$ cat config.mk
export PLATFORM = sky130hd
export DESIGN_NAME = cv32e40p_x_coproc
export DESIGN_NICKNAME = d
export VERILOG_FILES = /design/src/rtl/cv32e40p_x_coproc.sv
export SDC_FILE = /design/constraint.sdc
export NUM_CORES = 1
export LEC_CHECK = 0
export BUFFER_PORTS_ARGS = -buffer_cell sky130_fd_sc_hd__buf_2
export CORE_AREA = 2 2 209 252
export DETAILED_ROUTE_END_ITERATION = 16
export DIE_AREA = 0 0 211 254
export PLACE_DENSITY = 0.59
export SYNTH_ARGS = -nofsm -noshare
export SYNTH_HDL_FRONTEND = slang
export SYNTH_SLANG_ARGS = --single-unit
$ cat constraint.sdc
create_clock -name clk_i -period 6.6 [get_ports clk_i]
set_clock_uncertainty 0.1 [all_clocks]
set_input_delay 1.32 -clock clk_i [delete_from_list [all_inputs] [get_ports clk_i]]
set_output_delay 1.32 -clock clk_i [all_outputs]
set_load 0.005 [all_outputs]
$ cat src/rtl/cv32e40p_x_coproc.sv
// X-interface coprocessor: decodes custom-0 ADD3/MUL, queues accepted ops, executes in order, returns rd results.
// Latency: ADD3 result 3 cycles after issue into an idle unit, MUL 34; results held until x_rready_i.
module cv32e40p_x_coproc #(
  parameter int unsigned DEPTH      = 2,
  parameter int unsigned MUL_CYCLES = 32
) (
  input  logic             clk_i,
  input  logic             rst_ni,
  input  logic             x_valid_i,
  output logic             x_ready_o,
  output logic             x_accept_o,
  output logic             x_writeback_o,
  output logic             x_is_mem_op_o,
  input  logic [31:0]      x_instr_i,
  input  logic [2:0][31:0] x_rs_i,
  input  logic [2:0]       x_rs_valid_i,
  output logic             x_rvalid_o,
  input  logic             x_rready_i,
  output logic [4:0]       x_rwaddr_o,
  output logic [31:0]      x_rdata_o
);

  localparam int unsigned AW   = (DEPTH > 1) ? $clog2(DEPTH) : 1;
  localparam int unsigned NW   = $clog2(DEPTH + 1);
  localparam int unsigned CW   = (MUL_CYCLES > 1) ? $clog2(MUL_CYCLES) : 1;
  localparam logic [6:0]  OPC_CUSTOM0 = 7'b0001011;

  typedef struct packed {
    logic        is_mul;
    logic [4:0]  rd;
    logic [31:0] rs1;
    logic [31:0] rs2;
    logic [31:0] rs3;
  } entry_t;

  typedef enum logic [1:0] {S_IDLE, S_EXEC, S_RESP} state_e;

  // Decode
  logic       dec_add3, dec_mul, ops_ready, fifo_full, push, pop;
  logic [2:0] rs_need;
  logic       unused_instr;

  assign dec_add3 = (x_instr_i[6:0] == OPC_CUSTOM0) && (x_instr_i[14:12] == 3'b000);
  assign dec_mul  = (x_instr_i[6:0] == OPC_CUSTOM0) && (x_instr_i[14:12] == 3'b001);
  assign rs_need  = dec_add3 ? 3'b111 : (dec_mul ? 3'b011 : 3'b000);
  assign ops_ready = &(x_rs_valid_i | ~rs_need);
  assign unused_instr = ^x_instr_i[31:15];

  assign x_accept_o    = dec_add3 | dec_mul;
  assign x_writeback_o = x_accept_o & (x_instr_i[11:7] != 5'd0);
  assign x_is_mem_op_o = 1'b0;
  assign x_ready_o     = x_accept_o ? (~fifo_full & ops_ready) : 1'b1;
  assign push          = x_valid_i & x_ready_o & x_accept_o;

  // Instruction FIFO
  entry_t          fifo_mem [DEPTH];
  entry_t          push_ent, head;
  logic [AW-1:0]   wptr_q, rptr_q;
  logic [NW-1:0]   count_q;
  state_e          state_q, state_d;

  function automatic logic [AW-1:0] ptr_inc(input logic [AW-1:0] p);
    return (p == AW'(DEPTH - 1)) ? '0 : p + 1'b1;
  endfunction

  assign fifo_full = (count_q == NW'(DEPTH));
  assign pop       = (state_q == S_IDLE) && (count_q != '0);
  assign head      = fifo_mem[rptr_q];

  always_comb begin
    push_ent        = '0;
    push_ent.is_mul = dec_mul;
    push_ent.rd     = x_instr_i[11:7];
    push_ent.rs1    = x_rs_i[0];
    push_ent.rs2    = x_rs_i[1];
    push_ent.rs3    = dec_add3 ? x_rs_i[2] : 32'd0;
  end

  always_ff @(posedge clk_i) begin
    if (push) fifo_mem[wptr_q] <= push_ent;
  end

  always_ff @(posedge clk_i or negedge rst_ni) begin
    if (!rst_ni) begin
      wptr_q  <= '0;
      rptr_q  <= '0;
      count_q <= '0;
    end else begin
      if (push) wptr_q <= ptr_inc(wptr_q);
      if (pop)  rptr_q <= ptr_inc(rptr_q);
      case ({push, pop})
        2'b10:   count_q <= count_q + NW'(1);
        2'b01:   count_q <= count_q - NW'(1);
        default: count_q <= count_q;
      endcase
    end
  end

  // Execution unit; for MUL, a/b act as shifting multiplicand/multiplier
  logic [CW-1:0] cnt_q, cnt_d;
  logic [31:0]   acc_q, acc_d, a_q, a_d, b_q, b_d, c_q, c_d;
  logic          is_mul_q, is_mul_d;
  logic [4:0]    rd_q, rd_d;

  always_ff @(posedge clk_i or negedge rst_ni) begin
    if (!rst_ni) begin
      state_q  <= S_IDLE;
      cnt_q    <= '0;
      acc_q    <= '0;
      a_q      <= '0;
      b_q      <= '0;
      c_q      <= '0;
      is_mul_q <= 1'b0;
      rd_q     <= '0;
    end else begin
      state_q  <= state_d;
      cnt_q    <= cnt_d;
      acc_q    <= acc_d;
      a_q      <= a_d;
      b_q      <= b_d;
      c_q      <= c_d;
      is_mul_q <= is_mul_d;
      rd_q     <= rd_d;
    end
  end

  always_comb begin
    state_d  = state_q;
    cnt_d    = cnt_q;
    acc_d    = acc_q;
    a_d      = a_q;
    b_d      = b_q;
    c_d      = c_q;
    is_mul_d = is_mul_q;
    rd_d     = rd_q;
    case (state_q)
      S_IDLE: begin
        if (pop) begin
          is_mul_d = head.is_mul;
          rd_d     = head.rd;
          a_d      = head.rs1;
          b_d      = head.rs2;
          c_d      = head.rs3;
          acc_d    = '0;
          cnt_d    = head.is_mul ? CW'(MUL_CYCLES - 1) : '0;
          state_d  = S_EXEC;
        end
      end
      S_EXEC: begin
        if (is_mul_q) begin
          if (b_q[0]) acc_d = acc_q + a_q;
          a_d = a_q << 1;
          b_d = b_q >> 1;
          if (cnt_q != '0) cnt_d = cnt_q - 1'b1;
        end else begin
          acc_d = a_q + b_q + c_q;
        end
        // Writes to x0 retire silently
        if (cnt_q == '0) state_d = (rd_q != 5'd0) ? S_RESP : S_IDLE;
      end
      S_RESP: begin
        if (x_rready_i) state_d = S_IDLE;
      end
      default: state_d = S_IDLE;
    endcase
  end

  assign x_rvalid_o = (state_q == S_RESP);
  assign x_rwaddr_o = x_rvalid_o ? rd_q  : 5'd0;
  assign x_rdata_o  = x_rvalid_o ? acc_q : 32'd0;

endmodule
==> impl_metrics.tcl, run 1 <==
set metrics [dict create \
    hold_class "register to register" \
    timing.critical_path.arrival_ns 3.44 \
    cts.repair_timing.setup_buffer_count 0 \
    yosys.area.top_type "sky130_fd_sc_hd__edfxtp_1" \
    die_width_um 211 \
    mappedNetlistNets 1776 \
    outcome "finished, final reports clean" \
    antenna_left 0 \
    cts_tree "done" \
    required_ns 5.18 \
    slowest_delay_ns 0.58 \
    power_leakage_nw 8.53 \
    syn_area_mm2 0.0177 \
    final_min_period_over_clock_period_pct 73.7 \
    die_area_mm2 0.0536 \
    worstPathMaxFanout 33 \
    clk_pin_slew_worst_paths_ns 0.06 \
    max_slew_margin_pct 20.3 \
    post_cts.resized_instances 0 \
    grt_util_met1_pct 21.5 \
    crit_chain "buf_2, nor4b_1, nand3_1, nor4_1, nor2b_2, buf_4, a21oi_1, nand2b_1, buf_2" \
    grt_start_max_net_pins 86 \
    seqCellArea_mm2 0.00976 \
    grt_setup_unrepaired "no" \
    power.density_cell_area_mw_per_mm2 577 \
    drv_slew 0 \
    placement.io_buffers 158 \
    fillCellCount 4841 \
    areaGrowthSynthToFinish_pct 15.5 \
    clock.fmax_mhz 206 \
    i_o_pin_total 177 \
    timing.hold.ws_ns 0.409 \
    worst_ir_drop_vdd_v 0.000219 \
    most_used_routing_layer_in_global_routing "met2" \
    fin_crit_ns 4.86 \
    routabilityCongestion 0.873 \
    cp_slowest_cell "sky130_fd_sc_hd__nor4_1" \
    synth_cell_types 68 \
    grt_pass1_wl_mm 69.1 \
    critical_path.startpoint "x_instr_i[5]" \
    synth_sequential_area_ratio_pct 55.2 \
    leading_cell_type_in_the_layout_fill_and_taps_excluded "sky130_fd_sc_hd__edfxtp_1" \
    drc 0 \
    max_cap_violations 0 \
    synth_area_leaders "sky130_fd_sc_hd__edfxtp_1 35%, sky130_fd_sc_hd__dfrtp_1 21%, sky130_fd_sc_hd__mux2i_1 5.8%, sky130_fd_sc_hd__a21oi_1 4.6%, sky130_fd_sc_hd__ha_1 4.5%" \
    ys_ff_latch 349 \
    coreArea_mm2 0.0511 \
    crit_family "simple AND/OR/NAND/NOR gates" \
    vias_per_cell 5.11 \
    die-height_um 254 \
    detail_route.wirelength_mm 44.0 \
    reg2reg_setup_slack_ns 2.62 \
    synth.yosys.warnings 0 \
    insertion_delay_ns 0.54 \
    setup_ws_ns 1.74 \
    yosys.area.top_type_share_pct 34.7 \
    drive_above_1_share_pct 15.2 \
    first_iter_violations 836 \
    totalPowerFinal_mw 11.8 \
    clkSinkCount 349 \
    ys.flop_type "sky130_fd_sc_hd__edfxtp_1" \
    wl_per_cell_um 18.7 \
    cpMostUsedCell "sky130_fd_sc_hd__buf_2" \
    cts.hold.buffers_added 0 \
    syn_inst 1544 \
    synth_edf_count 204 \
    synthesized_area_per_cell_um2 11.4 \
    critPathKind "input port to output pin" \
    vias_in_the_first_global_route 12400 \
    setup.worst_path.end_class "output pin" \
    layout.cell_area.non_filler_mm2 0.0204 \
    worst-slew-pin-transition_ns 1.16 \
    grt_overflow 0 \
    dp.cells 2289 \
    grt_use_total_pct 16.5 \
    timing.reg2reg.worst_path_depth 11 \
    core.rowCount 91 \
    dpl.hpwl_mm 31.4 \
    startpoint_type "input port" \
    report.final.setup_viol 0 \
    async_reset_ff_share_pct 41.5 \
    detail_route.first_pass.iterations 5 \
    place_area_mm2 0.0192 \
    post_route_utilization_pct 39.9 \
    groute.layer.met3.usage_pct 2.60 \
    htree_num_levels 2 \
    min_delay_worst_endpoint "cnt_q[1]" \
    cts-root-buf "sky130_fd_sc_hd__clkbuf_16" \
    clock_tree.buffer_depth 3 \
    worst_min_delay_path_startpoint "cnt_q[1]" \
    global_route.usage.met2_pct 27.9 \
    initial_utilization_pct 34.6 \
    critical_path_buf_inv_count 3 \
    timing.rr.start "a_q[0]" \
    holdPathStages 1 \
    multiInputGateArea_mm2 0.00758 \
    grt_antenna_before_repair 6 \
    place_worst_setup_slack_ns 1.66 \
    tritoncts.num_buffers 37 \
    timing.rr.end "acc_q[30]" \
    setup-tns-final_ns 0 \
    layout.cells.most_common_list "204 x sky130_fd_sc_hd__edfxtp_1, 162 x sky130_fd_sc_hd__a21oi_1, 157 x sky130_fd_sc_hd__buf_2" \
    post_layout_cell_count 2356 \
    final_hold_viol_count 0 \
    num_vias 12000 \
    design.final.nets 1909 \
]
area by class of cell:
type                            instances  share of cell area, %
Antenna cell                            1                 0.0123
Multi-Input combinational cell       1097                   37.2
Clock buffer                           47                   4.77
Tap cell                              651                   3.99
Inverter                               18                  0.331
Sequential cell                       349                   47.8
Timing Repair Buffer                  174                   4.62
Clock inverter                         19                   1.27
routing by layer:
layer | up-vias | share of wire, %
met5 | - | 0.14
met4 | 10 | 3.2
met3 | 77 | 4.0
met2 | 234 | 48
met1 | 5847 | 44
li1 | 5862 | -
worst register-to-register path, cell delays in order (launching register included):
cell and delay [ns]:
sky130_fd_sc_hd__dfrtp_1 0.43, sky130_fd_sc_hd__ha_1 0.24, sky130_fd_sc_hd__fa_1 0.42, sky130_fd_sc_hd__a21oi_1 0.20, sky130_fd_sc_hd__nor2_1 0.11, sky130_fd_sc_hd__or2_2 0.34
sky130_fd_sc_hd__a2111oi_0 1.00, sky130_fd_sc_hd__nor2_1 0.32, sky130_fd_sc_hd__a31oi_1 0.39, sky130_fd_sc_hd__xnor2_1 0.10, sky130_fd_sc_hd__a22oi_1 0.13, sky130_fd_sc_hd__o21ai_1 0.08
where the power goes:
group,internal [mW],switching (mW)
clock network,1.29,0.868
logic,2.64,3.66
registers,2.77,0.554
total,6.69,5.08
Yosys cell counts, drive strengths merged (3+ instances only):
cell type	n
edfxtp	204
a31oi	15
a22oi	12
ha	64
nand3	17
a41oi	3
a211oi	12
a21boi	3
dfrtp	145
o211ai	3
nor2	144
a221o	5
nor3	4
o31a	3
buf	12
and3	15
o22ai	3
nand4	4
o21bai	10
xnor2	41
o21ai	124
a2111oi	3
and2	73
xor2	22
fa	33
o31ai	5
a21o	38
nand2	115
and4	4
nand2b	6
o21a	7
mux2i	103
inv	18
a21oi	163
nor2b	8
clkbuf	68
a221oi	3
or2	5
how the worst max path moves through the flow:
stage          slack (ns)        endpoint  depth (start not counted)
6_report             1.74       x_ready_o                          9
5_1_grt              1.45       x_ready_o                          9
4_1_cts              1.64       x_ready_o                          9
3_5_place_dp         1.66       x_ready_o                          9
3_3_place_gp         1.72       x_ready_o                          9
2_1_floorplan       -0.87  fifo_mem[0][0]                          5
sequential cells by signal, summed over array words and instances, names as in the netlist:
register / flops
rptr_q: 1
a_q: 32
rd_q: 5
fifo_mem: 204
wptr_q: 1
state_q: 2
acc_q: 32
c_q: 32
b_q: 32
is_mul_q: 1
count_q: 2
cnt_q: 5
logic make-up after synthesis:
kind of cell             synth area share, %
AO/OA/AOI/OAI                           14.7
AND/OR/NAND/NOR                         10.6
flip-flops                              55.2
multiplexers                            5.96
buffers and inverters                   2.14
adder cells (fa/ha/maj)                 8.27
XOR/XNOR                                3.12
other                                 0.0212
No activity file was read; power rests on OpenSTA's default activity.
==> run 2: changes to the inputs <==
==> constraint.sdc (replaced) <==
create_clock -name clk_i -period 4.9 [get_ports clk_i]
set_clock_uncertainty 0.1 [all_clocks]
set_input_delay 0.98 -clock clk_i [delete_from_list [all_inputs] [get_ports clk_i]]
set_output_delay 0.98 -clock clk_i [all_outputs]
set_load 0.005 [all_outputs]
==> run 2 against run 1 <==
Net effect:
- sequential share of layout area fell by 0.20 points
- count of clock-buffer cells in the layout is 4 higher
- critical path depth increased by 3
- final area up 0.42%
- critical path type is now register to register
==> impl_metrics.tcl, run 2 (synthesis gave the netlist of run 1 again) <==
set metrics [dict create \
    timing.hold.ws_ns 0.402 \
    initial_utilization_pct 34.6 \
    areaGrowthSynthToFinish_pct 16.0 \
    detail_route.wirelength_mm 43.3 \
    report.final.setup_viol 0 \
    antenna_cells 0 \
    hold_class "register to register" \
    fin_crit_ns 3.95 \
    grt_use_total_pct 16.5 \
    largest_register_ff_count 204 \
    placement.io_buffers 158 \
    setup.worst_path.end_class "register" \
    wl_per_cell_um 18.3 \
    insertion_delay_ns 0.54 \
    worstPathMaxFanout 5 \
    die_area_mm2 0.0536 \
    dp.cells 2293 \
    outcome "finished, final reports clean" \
    vias_per_cell 5.09 \
    power_leakage_nw 8.56 \
    i_o_pin_total 177 \
    antenna_left 0 \
    grt_start_max_net_pins 81 \
    largest-register "fifo_mem" \
    max_cap_violations 0 \
    grt_overflow 0 \
    critPathKind "register to register" \
    core.rowCount 91 \
    cts_tree "done" \
    clock.fmax_mhz 253 \
    leading_cell_type_in_the_layout_fill_and_taps_excluded "sky130_fd_sc_hd__edfxtp_1" \
    post_layout_cell_count 2360 \
    worst_ir_drop_vdd_v 0.000381 \
    max_slew_margin_pct 13.0 \
    grt_pass1_wl_mm 68.6 \
    coreArea_mm2 0.0511 \
    cts.hold.buffers_added 0 \
    drv_slew 0 \
    cts.repair_timing.setup_buffer_count 0 \
    drive_above_1_share_pct 15.4 \
    timing.critical_path.arrival_ns 4.27 \
    clkSinkCount 349 \
    drc 0 \
    clock_tree.buffer_depth 3 \
    layout.cells.most_common_list "204 x sky130_fd_sc_hd__edfxtp_1, 162 x sky130_fd_sc_hd__a21oi_1, 157 x sky130_fd_sc_hd__buf_2" \
    clk_pin_slew_worst_paths_ns 0.06 \
    tritoncts.num_buffers 37 \
    post_cts.resized_instances 0 \
    design.final.nets 1913 \
    grt_antenna_before_repair 3 \
    power.density_cell_area_mw_per_mm2 771 \
    routabilityCongestion 0.917 \
    cts-root-buf "sky130_fd_sc_hd__clkbuf_16" \
    startpoint_type "register" \
    required_ns 5.22 \
    die_width_um 211 \
    detail_route.first_pass.iterations 5 \
    num_vias 12000 \
    worst-slew-pin-transition_ns 1.30 \
    htree_num_levels 2 \
    dpl.hpwl_mm 31.4 \
    final_hold_viol_count 0 \
    grt_setup_unrepaired "no" \
    final_min_period_over_clock_period_pct 80.6 \
    first_iter_violations 679 \
    vias_in_the_first_global_route 12400 \
    die-height_um 254 \
]
[run 2: worst max-delay path, cell delays in order (launching register included)]
cell and delay [ns]:
sky130_fd_sc_hd__dfrtp_1 0.45, sky130_fd_sc_hd__fa_1 0.56, sky130_fd_sc_hd__ha_1 0.23, sky130_fd_sc_hd__fa_1 0.25, sky130_fd_sc_hd__a21o_1 0.18, sky130_fd_sc_hd__nand4_1 0.14, sky130_fd_sc_hd__a21boi_0 0.40, sky130_fd_sc_hd__nor2_1 0.14
sky130_fd_sc_hd__a21o_1 0.26, sky130_fd_sc_hd__o31a_1 0.36, sky130_fd_sc_hd__o21ai_0 0.36, sky130_fd_sc_hd__xor2_1 0.13, sky130_fd_sc_hd__a221o_1 0.30
[run 2: layout make-up]
type	count	area (um^2)
multi-input cells	1097	7580
repair buffers	178	1010
flip-flops and latches	349	9760
inverters	18	67.6
clock inverters	16	180
fillers	4857	30600
well taps	651	815
clock buffers	51	1070
[run 2: path summary, 6_finish.rpt]
path	endpoint	depth (start not counted)	slack, ns	from
max	acc_q[25]	12	0.95	a_q[1]
min	cnt_q[1]	1	0.40	cnt_q[1]
max reg2reg	acc_q[25]	12	0.95	a_q[1]
min reg2reg	cnt_q[1]	1	0.40	cnt_q[1]
max in group asynchronous	c_q[16]	2	3.27	rst_ni
min in group asynchronous	a_q[5]	1	0.41	rst_ni
[run 2: per-layer routing]
metal  up-vias  global-route usage [%]  routed length [um]
li1       5861                       -                   -
met1      5818                    21.4               19300
met2       242                    28.1               21000
met3        74                    2.40                1570
met4         6                    5.63                1330
met5         -                       0                  37
[run 2: power by group]
| group | internal, mW | total, mW | switching, mW |
|---|---|---|---|
| clock | 1.70 | 2.87 | 1.17 |
| combinational | 3.56 | 8.45 | 4.88 |
| sequential | 3.73 | 4.48 | 0.748 |
[run 2: through the flow]
step           TNS, ns  utilization (%)  total power [mW]  area, um^2  worst slack [ns]
2_1_floorplan  -109.26                -              10.8       17700            -0.536
3_3_place_gp         0             37.6              12.8       19200             0.974
3_5_place_dp         0             37.6              13.0       19200             0.897
4_1_cts              0             40.1              15.9       20500             0.885
5_1_grt              0             40.1              17.2       20500             0.599
6_report             0             40.1              15.8       20500             0.949
==> run 3: changes to the inputs <==
--- a/config.mk
+++ b/config.mk
@@ -9,7 +9,7 @@
 export CORE_AREA = 2 2 209 252
 export DETAILED_ROUTE_END_ITERATION = 16
 export DIE_AREA = 0 0 211 254
-export PLACE_DENSITY = 0.59
+export PLACE_DENSITY = 0.61
 export SYNTH_ARGS = -nofsm -noshare
 export SYNTH_HDL_FRONTEND = slang
 export SYNTH_SLANG_ARGS = --single-unit
==> constraint.sdc (replaced) <==
create_clock -name clk_i -period 3.6 [get_ports clk_i]
set_clock_uncertainty 0.1 [all_clocks]
set_input_delay 0.72 -clock clk_i [delete_from_list [all_inputs] [get_ports clk_i]]
set_output_delay 0.72 -clock clk_i [all_outputs]
set_load 0.005 [all_outputs]
==> run 3 against run 2 <==
Net effect:
- sequential power up 34%
- clock power up 24%
- final area up 0.70%
- critical endpoint is now acc_q[28]
==> impl_metrics.tcl, run 3 (synthesis gave the netlist of run 1 again) <==
set metrics [dict create \
    outcome "finished, final reports clean" \
    layout.cell_area.non_filler_mm2 0.0206 \
    setup.worst_path.end_class "register" \
    die_width_um 211 \
    detail_route.first_pass.iterations 5 \
    setup-tns-final_ns 0 \
    cts-root-buf "sky130_fd_sc_hd__clkbuf_16" \
    i_o_pin_total 177 \
    clkSinkCount 349 \
    dpl.hpwl_mm 31.7 \
    place_area_mm2 0.0195 \
    largest-register "fifo_mem" \
    detail_route.wirelength_mm 44.1 \
    vias_in_the_first_global_route 12300 \
    report.final.setup_viol 0 \
    startpoint_type "register" \
    largest_register_ff_count 204 \
    grt_overflow 0 \
    timing.rr.start "c_q[2]" \
    vias_per_cell 5.06 \
    fillCellCount 4798 \
    worst-slew-pin-transition_ns 1.12 \
    power.density_cell_area_mw_per_mm2 1060 \
    die-height_um 254 \
    fin_crit_ns 3.48 \
    clock_tree.buffer_depth 3 \
    routabilityCongestion 0.882 \
    seqCellArea_mm2 0.00976 \
    drive_above_1_share_pct 17.2 \
    hold_class "input port to async pin" \
    max_cap_violations 0 \
    critPathKind "register to register" \
    required_ns 3.92 \
    timing.reg2reg.worst_path_depth 11 \
    grt_pass1_wl_mm 69.2 \
    max_slew_margin_pct 25.3 \
    final_hold_viol_count 0 \
    grt_setup_unrepaired "yes" \
    areaGrowthSynthToFinish_pct 16.8 \
    dp.cells 2322 \
    cts_tree "done" \
    clock.fmax_mhz 288 \
    post_layout_cell_count 2388 \
    multiInputGateArea_mm2 0.00764 \
    grt_antenna_before_repair 3 \
    reg2reg_setup_slack_ns 0.12 \
    drv_slew 0 \
    core.rowCount 91 \
    antenna_cells 0 \
    grt_start_max_net_pins 103 \
    grt_use_total_pct 16.6 \
    layout.cells.most_common_list "204 x sky130_fd_sc_hd__edfxtp_1, 162 x sky130_fd_sc_hd__a21oi_1, 157 x sky130_fd_sc_hd__buf_2" \
    worstPathMaxFanout 3 \
    leading_cell_type_in_the_layout_fill_and_taps_excluded "sky130_fd_sc_hd__edfxtp_1" \
    tritoncts.num_buffers 35 \
    die_area_mm2 0.0536 \
    antenna_left 0 \
    wl_per_cell_um 18.5 \
    insertion_delay_ns 0.53 \
    drc 0 \
    post_route_utilization_pct 40.3 \
    final_min_period_over_clock_period_pct 96.6 \
    power_leakage_nw 8.65 \
    totalPowerFinal_mw 21.9 \
    timing.rr.end "acc_q[28]" \
    initial_utilization_pct 34.6 \
    num_vias 12100 \
    coreArea_mm2 0.0511 \
    htree_num_levels 2 \
    clk_pin_slew_worst_paths_ns 0.07 \
    first_iter_violations 775 \
    placement.io_buffers 158 \
    design.final.nets 1942 \
    worst_ir_drop_vdd_v 0.000502 \
    timing.critical_path.arrival_ns 3.80 \
]
run 3: cell count changes in the layout (fill, tap and decap cells not counted), moves of 2 or more:
cell | before | now
sky130_fd_sc_hd__buf_4 | 15 | 46
sky130_fd_sc_hd__clkbuf_16 | 40 | 35
sky130_fd_sc_hd__clkinv_1 | 2 | 4
sky130_fd_sc_hd__clkinv_2 | 3 | 5
sky130_fd_sc_hd__clkinv_4 | 3 | 1
sky130_fd_sc_hd__ha_1 | 64 | 62
sky130_fd_sc_hd__o21ai_0 | 122 | 119
sky130_fd_sc_hd__o21ai_2 | 1 | 3
run 3: final cells by class:
cell class                 count  area share [%]
clock buffer                  45            4.53
clock inverter                19           0.807
inverter                      18           0.328
multi-input combinational   1097            37.1
sequential                   349            47.3
tap                          651            3.95
timing repair buffer         209            6.02
run 3: power breakdown:
group / switching, mW / internal, mW
sequential: 0.945 / 5.07
clock: 1.57 / 2.00
combinational: 6.93 / 5.35
run 3: critical path, cell delays in order (launching register included):
cell	delay [ns]
sky130_fd_sc_hd__dfrtp_1	0.40
sky130_fd_sc_hd__fa_1	0.61
sky130_fd_sc_hd__ha_4	0.22
sky130_fd_sc_hd__a211oi_2	0.21
sky130_fd_sc_hd__nor2_1	0.11
sky130_fd_sc_hd__o31a_1	0.27
sky130_fd_sc_hd__a221o_2	0.38
sky130_fd_sc_hd__a41oi_4	0.29
sky130_fd_sc_hd__o221a_4	0.24
sky130_fd_sc_hd__o21ai_2	0.06
sky130_fd_sc_hd__xor2_1	0.14
sky130_fd_sc_hd__a221o_1	0.34
run 3: timing repair:
action | 4_1_cts | 5_1_grt
hold buffers | 0 | 0
setup buffers | 0 | 2
resized for setup | 3 | 7
endpoints found under the setup margin | 5 | 7
pin swaps | 0 | 3
run 3: layer usage:
| metal | part of all wire, % | GRT usage [%] |
|---|---|---|
| met2 | 48 | 28.1 |
| met1 | 44 | 21.2 |
| met5 | 0.073 | 0 |
| met4 | 3.7 | 6.66 |
| met3 | 3.8 | 2.67 |
run 3: how the worst max path moves through the flow:
stage | cells past startpoint | slack [ns] | from | to
floorplan | 5 | -0.08 | x_instr_i[5] | fifo_mem[0][0]
global placement | 12 | -0.07 | a_q[1] | acc_q[25]
detailed placement | 12 | -0.19 | a_q[1] | acc_q[25]
CTS | 11 | 0.008 | a_q[2] | acc_q[28]
global route | 11 | -0.02 | c_q[2] | acc_q[28]
finish | 11 | 0.12 | c_q[2] | acc_q[28]
run 3: per-stage QoR:
step | setup slack, ns | hold slack [ns]
floorplan | -0.0819 | 0.324
global placement | -0.0700 | 0.387
detailed placement | -0.194 | 0.390
CTS | 0.00828 | 0.0949
global route | -0.0161 | 0.121
finish | 0.123 | 0.0830
